[config.mk]
export PLATFORM = sky130hd
export DESIGN_NAME = kbd_event_queue_flat
export DESIGN_NICKNAME = d
export VERILOG_FILES = /design/src/rtl/kbd_event_queue_if.sv /design/src/rtl/kbd_event_queue.sv /design/src/flat_wrapper.sv
export SDC_FILE = /design/constraint.sdc
export NUM_CORES = 1
export LEC_CHECK = 0
export ABC_AREA = 1
export ABC_CLOCK_PERIOD_IN_PS = 5500
export CORE_UTILIZATION = 30
export CTS_BUF_LIST = sky130_fd_sc_hd__clkbuf_2 sky130_fd_sc_hd__clkbuf_4 sky130_fd_sc_hd__clkbuf_8
export DETAILED_ROUTE_END_ITERATION = 6
export HOLD_SLACK_MARGIN = 0.15
export PLACE_DENSITY = 0.49
export SYNTH_ARGS = -nofsm -noshare
export SYNTH_HDL_FRONTEND = slang
export SYNTH_SLANG_ARGS = --single-unit
[constraint.sdc]
create_clock -name CLK -period 5.5 [get_ports CLK]
set_clock_uncertainty 0.15 [all_clocks]
set_input_delay 0.55 -clock CLK [delete_from_list [all_inputs] [get_ports CLK]]
set_output_delay 0.55 -clock CLK [all_outputs]
set_load 0.01 [all_outputs]
[src/rtl/kbd_event_queue_if.sv]
// CPU-facing bus of the keyboard event queue: scancode input, pop/flush strobes,
// and the head-of-queue event with status.
interface kbd_event_queue_if #(
    parameter int DEPTH = 8
);
    localparam int PW = $clog2(DEPTH) + 1;

    logic          CODE_VLD;
    logic [7:0]    CODE;
    logic          RD;
    logic          CLR;
    logic [9:0]    EVT_DATA;
    logic          EVT_VLD;
    logic [PW-1:0] COUNT;
    logic          OVF;
    logic          INTRPT;

    modport master (
        output CODE_VLD, CODE, RD, CLR,
        input  EVT_DATA, EVT_VLD, COUNT, OVF, INTRPT
    );

    modport slave (
        input  CODE_VLD, CODE, RD, CLR,
        output EVT_DATA, EVT_VLD, COUNT, OVF, INTRPT
    );
endinterface

[src/rtl/kbd_event_queue.sv]
// PS/2 scancode sequencer (E0/F0 prefixes -> {EXT,REL,CODE} events) feeding a show-ahead FIFO.
// Optional KBD_BREAK_FILTER_EN: release events are parsed but never queued.
module kbd_event_queue #(
    parameter int DEPTH       = 8,
    parameter int TIMEOUT_CYC = 1000000
) (
    input  logic              CLK,
    input  logic              RST_N,
    kbd_event_queue_if.slave  bus
);
    localparam int AW = $clog2(DEPTH);
    localparam int PW = AW + 1;
    localparam int CW = (TIMEOUT_CYC > 2) ? $clog2(TIMEOUT_CYC) : 1;

    typedef enum logic [1:0] {
        ST_IDLE    = 2'b00,
        ST_BRK     = 2'b01,
        ST_EXT     = 2'b10,
        ST_EXT_BRK = 2'b11
    } state_t;

    state_t                  state_q, state_d;
    logic [CW-1:0]           tmo_q, tmo_d;
    logic [PW-1:0]           wr_ptr_q, wr_ptr_d, rd_ptr_q, rd_ptr_d;
    logic [DEPTH-1:0][9:0]   mem_q, mem_d;
    logic                    ovf_q, ovf_d;

    logic                    push_req, push_en, push_ok, pop_ok;
    logic [9:0]              push_data;
    logic                    full, empty;

    // Parser: the state encodes {ext,brk}, so the pending flags are the state bits.
    always_comb begin
        state_d   = state_q;
        tmo_d     = tmo_q;
        push_req  = 1'b0;
        push_data = 10'h000;
        if (bus.CODE_VLD) begin
            tmo_d = '0;
            case (bus.CODE)
                8'hE0:   state_d = (state_q == ST_BRK || state_q == ST_EXT_BRK) ? ST_EXT_BRK : ST_EXT;
                8'hF0:   state_d = (state_q == ST_EXT || state_q == ST_EXT_BRK) ? ST_EXT_BRK : ST_BRK;
                default: begin
                    push_req  = 1'b1;
                    push_data = {state_q[1], state_q[0], bus.CODE};
                    state_d   = ST_IDLE;
                end
            endcase
        end else if (state_q != ST_IDLE) begin
            if (tmo_q == CW'(TIMEOUT_CYC - 1)) begin
                state_d = ST_IDLE;
                tmo_d   = '0;
            end else begin
                tmo_d = tmo_q + CW'(1);
            end
        end
        if (bus.CLR) begin
            state_d  = ST_IDLE;
            tmo_d    = '0;
            push_req = 1'b0;
        end
    end

`ifdef KBD_BREAK_FILTER_EN
    assign push_en = push_req & ~push_data[8];
`else
    assign push_en = push_req;
`endif

    assign empty = (wr_ptr_q == rd_ptr_q);
    assign full  = (wr_ptr_q[AW-1:0] == rd_ptr_q[AW-1:0]) && (wr_ptr_q[AW] != rd_ptr_q[AW]);

    // A pop while full frees the slot the coincident push lands in.
    assign pop_ok  = bus.RD & ~empty & ~bus.CLR;
    assign push_ok = push_en & (~full | bus.RD);

    always_comb begin
        wr_ptr_d = wr_ptr_q;
        rd_ptr_d = rd_ptr_q;
        mem_d    = mem_q;
        ovf_d    = ovf_q;
        if (bus.CLR) begin
            wr_ptr_d = '0;
            rd_ptr_d = '0;
            ovf_d    = 1'b0;
        end else begin
            if (push_ok) begin
                mem_d[wr_ptr_q[AW-1:0]] = push_data;
                wr_ptr_d = wr_ptr_q + PW'(1);
            end
            if (pop_ok)
                rd_ptr_d = rd_ptr_q + PW'(1);
            if (push_en && full && !bus.RD)
                ovf_d = 1'b1;
        end
    end

    always_ff @(posedge CLK or negedge RST_N) begin
        if (!RST_N) begin
            state_q  <= ST_IDLE;
            tmo_q    <= '0;
            wr_ptr_q <= '0;
            rd_ptr_q <= '0;
            mem_q    <= '0;
            ovf_q    <= 1'b0;
        end else begin
            state_q  <= state_d;
            tmo_q    <= tmo_d;
            wr_ptr_q <= wr_ptr_d;
            rd_ptr_q <= rd_ptr_d;
            mem_q    <= mem_d;
            ovf_q    <= ovf_d;
        end
    end

    assign bus.EVT_DATA = empty ? 10'h000 : mem_q[rd_ptr_q[AW-1:0]];
    assign bus.EVT_VLD  = ~empty;
    assign bus.INTRPT   = ~empty;
    assign bus.COUNT    = wr_ptr_q - rd_ptr_q;
    assign bus.OVF      = ovf_q;
endmodule

[src/flat_wrapper.sv]
// flat-port wrapper written by rule: the top's interface ports become plain ports
module kbd_event_queue_flat 
#(
    parameter int DEPTH       = 8,
    parameter int TIMEOUT_CYC = 1000000
)
  (CLK, RST_N, bus_CODE_VLD, bus_CODE, bus_RD, bus_CLR, bus_EVT_DATA, bus_EVT_VLD, bus_COUNT, bus_OVF, bus_INTRPT);
  kbd_event_queue_if #(.DEPTH(DEPTH)) bus_i ();
  input  logic CLK;
  input  logic RST_N;
  input wire logic [$bits(bus_i.CODE_VLD)-1:0] bus_CODE_VLD;
  input wire logic [$bits(bus_i.CODE)-1:0] bus_CODE;
  input wire logic [$bits(bus_i.RD)-1:0] bus_RD;
  input wire logic [$bits(bus_i.CLR)-1:0] bus_CLR;
  output wire logic [$bits(bus_i.EVT_DATA)-1:0] bus_EVT_DATA;
  output wire logic [$bits(bus_i.EVT_VLD)-1:0] bus_EVT_VLD;
  output wire logic [$bits(bus_i.COUNT)-1:0] bus_COUNT;
  output wire logic [$bits(bus_i.OVF)-1:0] bus_OVF;
  output wire logic [$bits(bus_i.INTRPT)-1:0] bus_INTRPT;
  assign bus_i.CODE_VLD = bus_CODE_VLD;
  assign bus_i.CODE = bus_CODE;
  assign bus_i.RD = bus_RD;
  assign bus_i.CLR = bus_CLR;
  assign bus_EVT_DATA = bus_i.EVT_DATA;
  assign bus_EVT_VLD = bus_i.EVT_VLD;
  assign bus_COUNT = bus_i.COUNT;
  assign bus_OVF = bus_i.OVF;
  assign bus_INTRPT = bus_i.INTRPT;
  kbd_event_queue #(.DEPTH(DEPTH), .TIMEOUT_CYC(TIMEOUT_CYC)) u_core (.CLK(CLK), .RST_N(RST_N), .bus(bus_i));
endmodule
==> metrics <==
initial DRC count approximately 240; clock network power share 24.4%; HP Class register to register; Clock transition at path regs between 0.1 and 0.15 ns; MaxCap Viol Count 0; Hold Fails Final Rpt 0; First-pass DRT Iterations 5; Power Dens Cells slightly above 300 nW/um2; CP Class register to output port; Hold Buf Count CTS 1; number of global-route vias before repair roughly 4.9k; post-synthesis area per instance about 7.4 um2; status completed; initial antenna violation count 0; Crit Reg-Reg Endpoint u_core.mem_q[19]$_DFFE_PN0P_; Sw Pwr between 0.7 and 0.8 mW; Area growth syn-to-layout 12.4%; synth unique cells 33; GRT Total Usage roughly 17%; WHS Path Cells 2; min Tclk post-route approximately 4.5 ns; Crit. End Element output port; crit share post-route roughly four fifths; GP Congestion 0.798; nets@finish between 800 and 900; post-synthesis sequential area ratio between 40% and 50%; grt ovf 0; Synth top area share a little under half; post-route insts no fill 1072; top cell type by total area after synthesis dfrtp_1; setup violators final 0; Data required, critical path roughly 4.8 ns; Die Y between 100 and 150 um; largest net degree at the start of global routing 57; Pleak roughly 3.2 nW; placed insts between 1k and 1.5k; Worst-Skew Late Latency between 0.3 and 0.4 ns; final WL around 16 mm; DRC Markers 0; global-route wire length before repair ~26 mm; Post-Syn Nets between 800 and 900; CTS tree yes; dpl hpwl approximately 11 mm; Post-CTS Repair Setup Buffers 0; total core area around 19000 um2; startpoint types register; post-route ant nets 0; Max clock buf depth 2; Die Area ~20000 um2; DR vias/cell about 4.6; TritonCTS Sinks ~110; Gates resized, CTS repair 0; Top Ports 30; layout cells sized above 1 6.16%; Sw Ratio about a third; Worst-Margin Slew roughly 0.89 ns; Syn Inst Count between 700 and 800; Flop pwr share between 40 and 50%; Worst IR Drop VDD about 0.12 mV; Internal 1.30 mW; synth warn 0; CP max FO 24; CTS H-tree lvls 3; worst r2r src u_core.rd_ptr_q[1]$_DFFE_PN0P_; Worst R2R Path Depth 9; register-to-register setup slack 1.92 ns; Worst Hold End u_core.mem_q[65]$_DFFE_PN0P_; Peak Freq around 220 MHz; Setup TNS Final 0 ns; Core Util, Final 34.8%; drt wl/cell ~15 um; mapped cell area roughly 6000 um2; Die W 142 um; Fin Hold WS approximately 0.32 ns; via count 4981; Starting Density just over 30%; IO Port Bufs 29; clock root buffer clkbuf_8; relative slew slack between 40 and 50%; Synth area leaders dfrtp_1 (48%), nand2_1 (20%), nor2_1 (7.7%); synthesized flop and latch total around 110; RSZ-0062 raised after global routing false; hold path start u_core.mem_q[65]$_DFFE_PN0P_; CTS Buf Count 9; ANT cells 0; logic gate share of total power about 28%; count of final max-slew check failures 0; Data arrival, critical path between 3 and 4 ns; FP Rows 50
state kept, by name (all words and copies together), names as in the netlist:
| register | cells |
|---|---|
| u_core.mem_q | 80 |
| u_core.tmo_q | 20 |
| u_core.rd_ptr_q | 4 |
| u_core.wr_ptr_q | 4 |
| u_core.state_q | 2 |
| u_core.bus.OVF | 1 |
cells in the final DEF, fill, tap and decap left out, drive strengths merged, types with 4 or more instances in the layout:
cell type	count
o21ai	61
buf	4
nor3	7
xnor2	4
dfrtp	111
nand2	310
nor2	136
ha	6
o22ai	21
nand3	26
clkbuf	11
inv	50
xor2	10
clkdlybuf4s50	28
nand4	9
a21oi	5
cell usage after synthesis, drive strengths merged:
master / count
a211oi: 1
a21boi: 1
a21oi: 5
and2: 2
buf: 6
clkbuf: 15
clkinv: 1
dfrtp: 111
fa: 1
ha: 6
inv: 48
nand2: 310
nand3: 26
nand4: 9
nor2: 136
nor3: 7
o21ai: 61
o21bai: 1
o22ai: 21
o31ai: 1
or2: 1
xnor2: 4
xor2: 10
stage by stage:
step	total power [mW]	setup WS, ns	instance area, um2
after floorplan	1.28	3.10	5840
after global placement	1.53	1.62	6370
after detailed placement	1.53	1.52	6370
after CTS	2.03	1.05	6570
after global routing	2.13	0.792	6570
final	2.00	1.03	6570
how the worst max path moves through the flow:
| stage | from | end | depth (start not counted) |
|---|---|---|---|
| floorplan | u_core.rd_ptr_q[1]$_DFFE_PN0P_ | bus_EVT_DATA[1] | 9 |
| global placement | u_core.rd_ptr_q[1]$_DFFE_PN0P_ | bus_EVT_DATA[9] | 8 |
| detailed placement | u_core.rd_ptr_q[1]$_DFFE_PN0P_ | bus_EVT_DATA[8] | 8 |
| CTS | u_core.rd_ptr_q[1]$_DFFE_PN0P_ | bus_EVT_DATA[8] | 8 |
| global route | u_core.rd_ptr_q[1]$_DFFE_PN0P_ | bus_EVT_DATA[8] | 8 |
| finish | u_core.rd_ptr_q[1]$_DFFE_PN0P_ | bus_EVT_DATA[8] | 8 |
cells by family (layout without fill, tap and decap cells):
group | after synthesis | after routing | synth area share [%]
buffers and inverters | 70 | 98 | 4.93
and+or+nand+nor | 491 | 491 | 35.3
DFF | 111 | 111 | 47.6
adders and majority gates | 7 | 7 | 1.63
xor gates and xnor gates | 14 | 14 | 2.10
AOI/OAI and AO/OA | 91 | 91 | 8.49
critical path, cell delays in order (launching register included):
cell and delay (ns):
dfrtp_1 0.94, inv_1 0.57, ha_1 0.44, nand2_1 0.08
nor2_1 0.06, nand2_1 0.38, o21ai_0 0.18, nor2_1 0.16
clkdlybuf4s50_1 0.56
power by group through the flow:
stage / combinational, mW / clock, mW / sequential [mW]
after global routing: 0.633 / 0.539 / 0.956
after global placement: 0.575 / 0 / 0.958
after detailed placement: 0.574 / 0 / 0.960
after floorplan: 0.346 / 0 / 0.938
final: 0.566 / 0.488 / 0.945
after CTS: 0.575 / 0.510 / 0.945
cell type report:
class | instances | area, um2
Clock buffer | 11 | 145
Clock inverter | 5 | 40.0
Fill cell | 2077 | 12300
Inverter | 49 | 184
Multi-Input combinational cell | 603 | 2770
Sequential cell | 111 | 2780
Tap cell | 260 | 325
Timing Repair Buffer | 33 | 320
layer usage:
| metal | track usage, % | share of wire (%) | vias to the layer above |
|---|---|---|---|
| li1 | - | - | 2525 |
| met1 | 23.1 | 49 | 2375 |
| met2 | 28.9 | 47 | 72 |
| met3 | 3.00 | 3.1 | 9 |
| met4 | 3.74 | 0.91 | 0 |
| met5 | 0 | 0 | - |
Note: power is estimated with default switching activity, not from simulation.
